<file path="src/rtl/pattern_generator_pkg.sv">
// Shared configuration for the pattern generator: default channel count, FSM
// state encodings and the default sample period derived from the system clock.
package pattern_generator_pkg;

  localparam int PG_CHANNEL_COUNT = 8;
  localparam int PG_CLOCK_FREQ    = 50_000_000;
  localparam int PG_SAMPLE_RATE   = 1_000;

  localparam logic [1:0] PG_IDLE = 2'd0;
  localparam logic [1:0] PG_LOAD = 2'd1;
  localparam logic [1:0] PG_RUN  = 2'd2;

  function automatic int pg_bit_period(input int clock_freq, input int sample_rate);
    return clock_freq / sample_rate;
  endfunction

  localparam int PG_BIT_PERIOD = pg_bit_period(PG_CLOCK_FREQ, PG_SAMPLE_RATE);

endpackage

</file>
<file path="src/rtl/pattern_generator_ram.sv">
// Pattern storage: one write port, one registered read port. A read and a write
// to the same address in one cycle return the old word.
module pattern_ram
  import pattern_generator_pkg::*;
#(
  parameter int DEPTH = 64,
  parameter int WIDTH = PG_CHANNEL_COUNT,
  localparam int AW   = $clog2(DEPTH)
) (
  input  logic             clk_i,
  input  logic             wr_en_i,
  input  logic [AW-1:0]    wr_addr_i,
  input  logic [WIDTH-1:0] wr_data_i,
  input  logic             rd_en_i,
  input  logic [AW-1:0]    rd_addr_i,
  output logic [WIDTH-1:0] rd_data_o
);

  logic [WIDTH-1:0] mem_q [DEPTH];
  logic [WIDTH-1:0] rd_data_q;

  // Both updates in one block: the read sees the array before this edge's write.
  always_ff @(posedge clk_i) begin
    if (wr_en_i) mem_q[wr_addr_i] <= wr_data_i;
    if (rd_en_i) rd_data_q <= mem_q[rd_addr_i];
  end

  assign rd_data_o = rd_data_q;

endmodule

</file>
<file path="src/rtl/pattern_generator.sv">
// Plays a stored multi-channel pattern onto chan_out, one sample per BIT_PERIOD
// clocks, one-shot or looped. Define PATTERN_SYNC_OUT_EN to add the sync_out port.
module pattern_generator
  import pattern_generator_pkg::*;
#(
  parameter int CHANNEL_COUNT = PG_CHANNEL_COUNT,
  parameter int PATTERN_LEN   = 64,
  parameter int BIT_PERIOD    = PG_BIT_PERIOD,
  localparam int AW           = $clog2(PATTERN_LEN),
  localparam int CW           = $clog2(BIT_PERIOD)
) (
  input  logic                     clk,
  input  logic                     reset,
  input  logic                     start,
  input  logic                     stop,
  input  logic                     loop_en,
  input  logic                     pat_wr_en,
  input  logic [AW-1:0]            pat_wr_addr,
  input  logic [CHANNEL_COUNT-1:0] pat_wr_data,
  output logic [CHANNEL_COUNT-1:0] chan_out,
  output logic                     busy,
  output logic                     done,
  output logic [AW-1:0]            sample_idx,
`ifdef PATTERN_SYNC_OUT_EN
  output logic                     sync_out,
`endif
  output logic [1:0]               fsm_state
);

  localparam logic [CW-1:0] CNT_PRE  = CW'(BIT_PERIOD - 2);
  localparam logic [CW-1:0] CNT_LAST = CW'(BIT_PERIOD - 1);
  localparam logic [AW-1:0] IDX_LAST = AW'(PATTERN_LEN - 1);

  logic [1:0]               state_q, state_d;
  logic [CW-1:0]            cnt_q, cnt_d;
  logic [AW-1:0]            idx_q, idx_d;
  logic [CHANNEL_COUNT-1:0] chan_q, chan_d;
  logic                     done_q, done_d;
  logic                     rd_en;
  logic [AW-1:0]            rd_addr;
  logic [CHANNEL_COUNT-1:0] rd_data;

  pattern_ram #(
    .DEPTH(PATTERN_LEN),
    .WIDTH(CHANNEL_COUNT)
  ) u_ram (
    .clk_i     (clk),
    .wr_en_i   (pat_wr_en),
    .wr_addr_i (pat_wr_addr),
    .wr_data_i (pat_wr_data),
    .rd_en_i   (rd_en),
    .rd_addr_i (rd_addr),
    .rd_data_o (rd_data)
  );

  always_comb begin
    state_d = state_q;
    cnt_d   = cnt_q;
    idx_d   = idx_q;
    chan_d  = chan_q;
    done_d  = 1'b0;
    rd_en   = 1'b0;
    rd_addr = '0;
    case (state_q)
      PG_IDLE: begin
        chan_d = '0;
        idx_d  = '0;
        cnt_d  = '0;
        if (start && !stop) begin
          state_d = PG_LOAD;
          rd_en   = 1'b1;
        end
      end
      PG_LOAD: begin
        if (stop) begin
          state_d = PG_IDLE;
          chan_d  = '0;
        end else begin
          state_d = PG_RUN;
          chan_d  = rd_data;
          idx_d   = '0;
          cnt_d   = '0;
        end
      end
      PG_RUN: begin
        if (stop) begin
          state_d = PG_IDLE;
          chan_d  = '0;
          idx_d   = '0;
          cnt_d   = '0;
        end else begin
          // Prefetch one clock early so the next sample lands with no gap.
          if (cnt_q == CNT_PRE) begin
            rd_en   = 1'b1;
            rd_addr = idx_q + 1'b1;
          end
          if (cnt_q == CNT_LAST) begin
            cnt_d = '0;
            if (idx_q == IDX_LAST && !loop_en) begin
              state_d = PG_IDLE;
              chan_d  = '0;
              idx_d   = '0;
              done_d  = 1'b1;
            end else begin
              chan_d = rd_data;
              idx_d  = idx_q + 1'b1;
            end
          end else begin
            cnt_d = cnt_q + 1'b1;
          end
        end
      end
      default: begin
        state_d = PG_IDLE;
        chan_d  = '0;
        idx_d   = '0;
        cnt_d   = '0;
      end
    endcase
  end

  always_ff @(posedge clk) begin
    if (reset) begin
      state_q <= PG_IDLE;
      cnt_q   <= '0;
      idx_q   <= '0;
      chan_q  <= '0;
      done_q  <= 1'b0;
    end else begin
      state_q <= state_d;
      cnt_q   <= cnt_d;
      idx_q   <= idx_d;
      chan_q  <= chan_d;
      done_q  <= done_d;
    end
  end

`ifdef PATTERN_SYNC_OUT_EN
  logic sync_q;

  // Marks sample 0 of every pass, registered in step with chan_out.
  always_ff @(posedge clk) begin
    if (reset) sync_q <= 1'b0;
    else       sync_q <= (state_d == PG_RUN) && (idx_d == '0);
  end

  assign sync_out = sync_q;
`endif

  assign chan_out   = chan_q;
  assign busy       = (state_q != PG_IDLE);
  assign done       = done_q;
  assign sample_idx = idx_q;
  assign fsm_state  = state_q;

endmodule

</file>
<file path="config.mk">
export PLATFORM = sky130hd
export DESIGN_NAME = pattern_generator
export DESIGN_NICKNAME = d
export VERILOG_FILES = /design/src/rtl/pattern_generator_pkg.sv /design/src/rtl/pattern_generator_ram.sv /design/src/rtl/pattern_generator.sv
export SDC_FILE = /design/constraint.sdc
export NUM_CORES = 1
export LEC_CHECK = 0
export CAP_MARGIN = 20
export CORE_MARGIN = 8
export CORE_UTILIZATION = 50
export DETAILED_ROUTE_END_ITERATION = 10
export GPL_TIMING_DRIVEN = 0
export PLACE_DENSITY = 0.66
export SYNTH_ARGS = -nofsm -noshare
export SYNTH_HDL_FRONTEND = slang
export SYNTH_SLANG_ARGS = --single-unit
</file>
<file path="constraint.sdc">
create_clock -name clk -period 7.7 [get_ports clk]
set_clock_uncertainty 0.1 [all_clocks]
set_input_delay 1.54 -clock clk [delete_from_list [all_inputs] [get_ports clk]]
set_output_delay 1.54 -clock clk [all_outputs]
set_load 0.01 [all_outputs]
</file>
==> metrics.md <==
| Metric | Value |
|---|---|
| PD cells | 238 nW/µm² |
| Pin count of the biggest net entering global routing | 46 |
| Internal power | 4.85 mW |
| Slew margin rel. | 20.5% |
| Psw | 1.25 mW |
| Critical Path End Type | register |
| F_max | 182 MHz |
| Final-stage net count | 1,742 |
| WHS Path Cells | 2 |
| GRT Overall Usage | 27.5% |
| Per-cell routed wire length | 31.3 µm |
| Crit path max-delay cell type | a2111oi_1 |
| Core area | 45,000 µm² |
| Port Buffers | 32 |
| H-tree levels | 2 |
| Switching part of the total | 20.5% |
| Pleak | 7.94 nW |
| Vias | 15,500 |
| Syn_area_per_cell | 14.0 µm² |
| Asr flop ratio synth | 0% |
| Drt via density | 6.56 |
| Synthesis Warnings | 0 |
| CTS buffer count | 57 |
| Final setup margin | 2200 ps |
| FILL cells | 3,598 |
| Synth Flop Type | edfxtp_1 |
| Post-CTS Hold Buffers | 0 |
| Slew Viols, Final | 0 |
| Ranking of synthesized cells by area | edfxtp_1, nor2_1, dfxtp_1 |
| Clock-pin slew on the worst setup and hold paths | 60 ps |
| Cell mode on critical path | clkbuf_1 |
| Top-area cell type share of the netlist area | 69.1% |
| Final HPWL DP | 50,800 µm |
| R2R depth | 11 |
| Mapped Nets | 1,637 |
| Most common cell after layout, fill and taps aside | edfxtp_1 |
| Mapped Cells | 1,611 |
| Sink Count | 553 |
| Final worst path period share | 71.5% |
| Die area | 52,300 µm² |
| FF+latch count, synth | 553 |
| Req. time, crit path | 8030 ps |
| Vias in the first global route | 14,800 |
| Unique masters post-synth | 70 |
| Hold Path Origin | u_ram.rd_data_o[0] |
| Clock share of power | 43.6% |
| Synthesized area | 22,600 µm² |
| Max cap viols | 0 |
| Final hold violations | 0 |
| Top Ports | 38 |
| Dominant cell type by area after synthesis | edfxtp_1 |
| Comb power frac | 2.1% |
| Drt drc | 0 |
| Sequential area share after synthesis | 72.0% |
| First drt pass iteration count | 5 |
| Reg-to-reg setup timing slack | 2740 ps |
| Setup TNS | 0 ps |
| RR Endpoint | u_ram.rd_data_o[2] |
| Initial DRC Count | 2,230 |
| Area of the multi-input gates | 5870 µm² |
| Critical R2R Launch | sample_idx[1] |
| Final ANT Viol Nets | 0 |
| Chip height | 229 µm |
| Area delta synth->final | 13.2% |
| Routability cong. | 1.02 |
| Clock latency at the later pin of the worst-skew pair | 620 ps |
| CTS tree | done |
| Clk root buf | clkbuf_16 |
| Slew @ Worst Pin | 1190 ps |
| Max stage delay on crit path | 1040 ps |
| Initial core utilization | 50.3% |
| Final WL | 74,000 µm |
| Flop pwr share | 54.3% |
| Die Wd | 229 µm |
| Worst Path Max Fanout | 10 |
| Setup bufs post-CTS | 0 |
| Minimum clock period | 5500 ps |
| Most frequent cells in the layout | edfxtp_1, nor2_1, nand2_1, o21ai_0, clkbuf_1 |
| # setup viols final | 0 |
| VDD IR-drop max | 0.171 mV |
| Outcome | complete, no violations |
| Hold slack | 389 ps |
| RSZ-0062 raised after global routing | no |
| Worst Setup Start Kind | input pin |
| Pre-CTS WS | 1750 ps |
| Crit path kind | input pin to register |
| Row cnt | 78 |
| Worst EP arrival | 5840 ps |
| Initial antenna violation count | 1 |
| GRT overflow | 0 |
| First-pass GRT wire length | 104,000 µm |
| Tightest Hold Check Type | register to register |
| Hold Path End | chan_out[0] |
| Sequential Area | 16,300 µm² |
| EDFF count, synth | 520 |
| Resized Gates After CTS | 0 |
| Share of layout cells above drive strength 1 | 8.73% |
| Crit-path cells | clkdlybuf4s50_1 > and3b_1 > clkbuf_1 > nand2_1 > buf_2 > clkbuf_1 > nor2_2 > a2111oi_1 > nand3_1 > o21ai_1 |
| Clock buffer depth | 3 |
[how the worst max path moves through the flow]
stage	startpoint	to
global placement	stop	u_ram.rd_data_o[7]
CTS	stop	u_ram.rd_data_o[1]
global route	stop	u_ram.rd_data_o[0]
floorplan	stop	u_ram.rd_data_o[2]
finish	stop	u_ram.rd_data_o[0]
detailed placement	stop	u_ram.rd_data_o[1]
[worst max-delay path: cells and delay by family]
kind | cells | cell delay (ps)
compound gates | 2 | 1260
simple gates | 4 | 1060
buf+inv | 4 | 1960
[through the flow]
stage	cell area [µm²]	total power, mW	util [%]	std cells
2_1_floorplan	22600	3.41	-	1611
3_3_place_gp	23700	3.50	52.6	2243
3_5_place_dp	23800	3.50	52.9	2253
4_1_cts	25600	6.10	56.9	2361
5_1_grt	25600	6.21	56.9	2365
6_report	25600	6.10	56.9	2366
[logic make-up after synthesis]
logic type               Yosys count  synth area share, %
flip-flops                       553                 72.0
AND/OR/NAND/NOR                  472                 10.0
AO/OA/AOI/OAI                    354                 10.6
buffers and inverters            116                 2.06
multiplexers                      88                 4.19
XOR/XNOR                          22                0.852
adder cells (fa/ha/maj)            6                0.332
[cell usage after synthesis, types with 15 or more instances]
library cell / n
nand2b_1: 23
buf_2: 19
nor4_1: 15
nand4_1: 25
mux2i_1: 61
dfxtp_1: 33
a211oi_1: 16
clkbuf_1: 71
o21ai_0: 94
o311ai_0: 16
nand3_1: 36
mux2_2: 24
o22ai_1: 23
nor3_1: 24
and3_1: 22
o211ai_1: 21
a21oi_1: 59
nor2_1: 178
edfxtp_1: 520
o21a_1: 16
nand2_1: 102
[layer usage]
layer | routed length (µm) | GRT usage (%)
met3 | 8440 | 6.81
met2 | 33200 | 42.2
met1 | 27600 | 35.5
met5 | 14 | 0
met4 | 4790 | 15.9
[flip-flops by register name, summed over array words and instances (netlist names)]
name,cells
u_ram.mem_q,512
cnt_q,16
chan_out,8
u_ram.rd_data_o,8
sample_idx,6
fsm_state,2
done,1
[cell type report]
cell class / count / area share, %
flip-flops and latches: 553 / 63.6
multi-input cells: 942 / 22.9
clock buffers: 82 / 6.14
well taps: 600 / 2.93
repair buffers: 46 / 1.84
plain buffers: 102 / 1.62
clock inverters: 26 / 0.762
inverters: 14 / 0.205
diodes: 1 / 0.00977
[power groups by stage]
| stage | Combinational, mW | Sequential (mW) | Clock, mW |
|---|---|---|---|
| after floorplan | 0.0365 | 3.38 | 0 |
| after global placement | 0.115 | 3.38 | 0 |
| after detailed placement | 0.126 | 3.38 | 0 |
| after CTS | 0.127 | 3.31 | 2.66 |
| after global routing | 0.135 | 3.31 | 2.77 |
| final | 0.129 | 3.31 | 2.66 |
No activity file was read; power rests on OpenSTA's default activity.
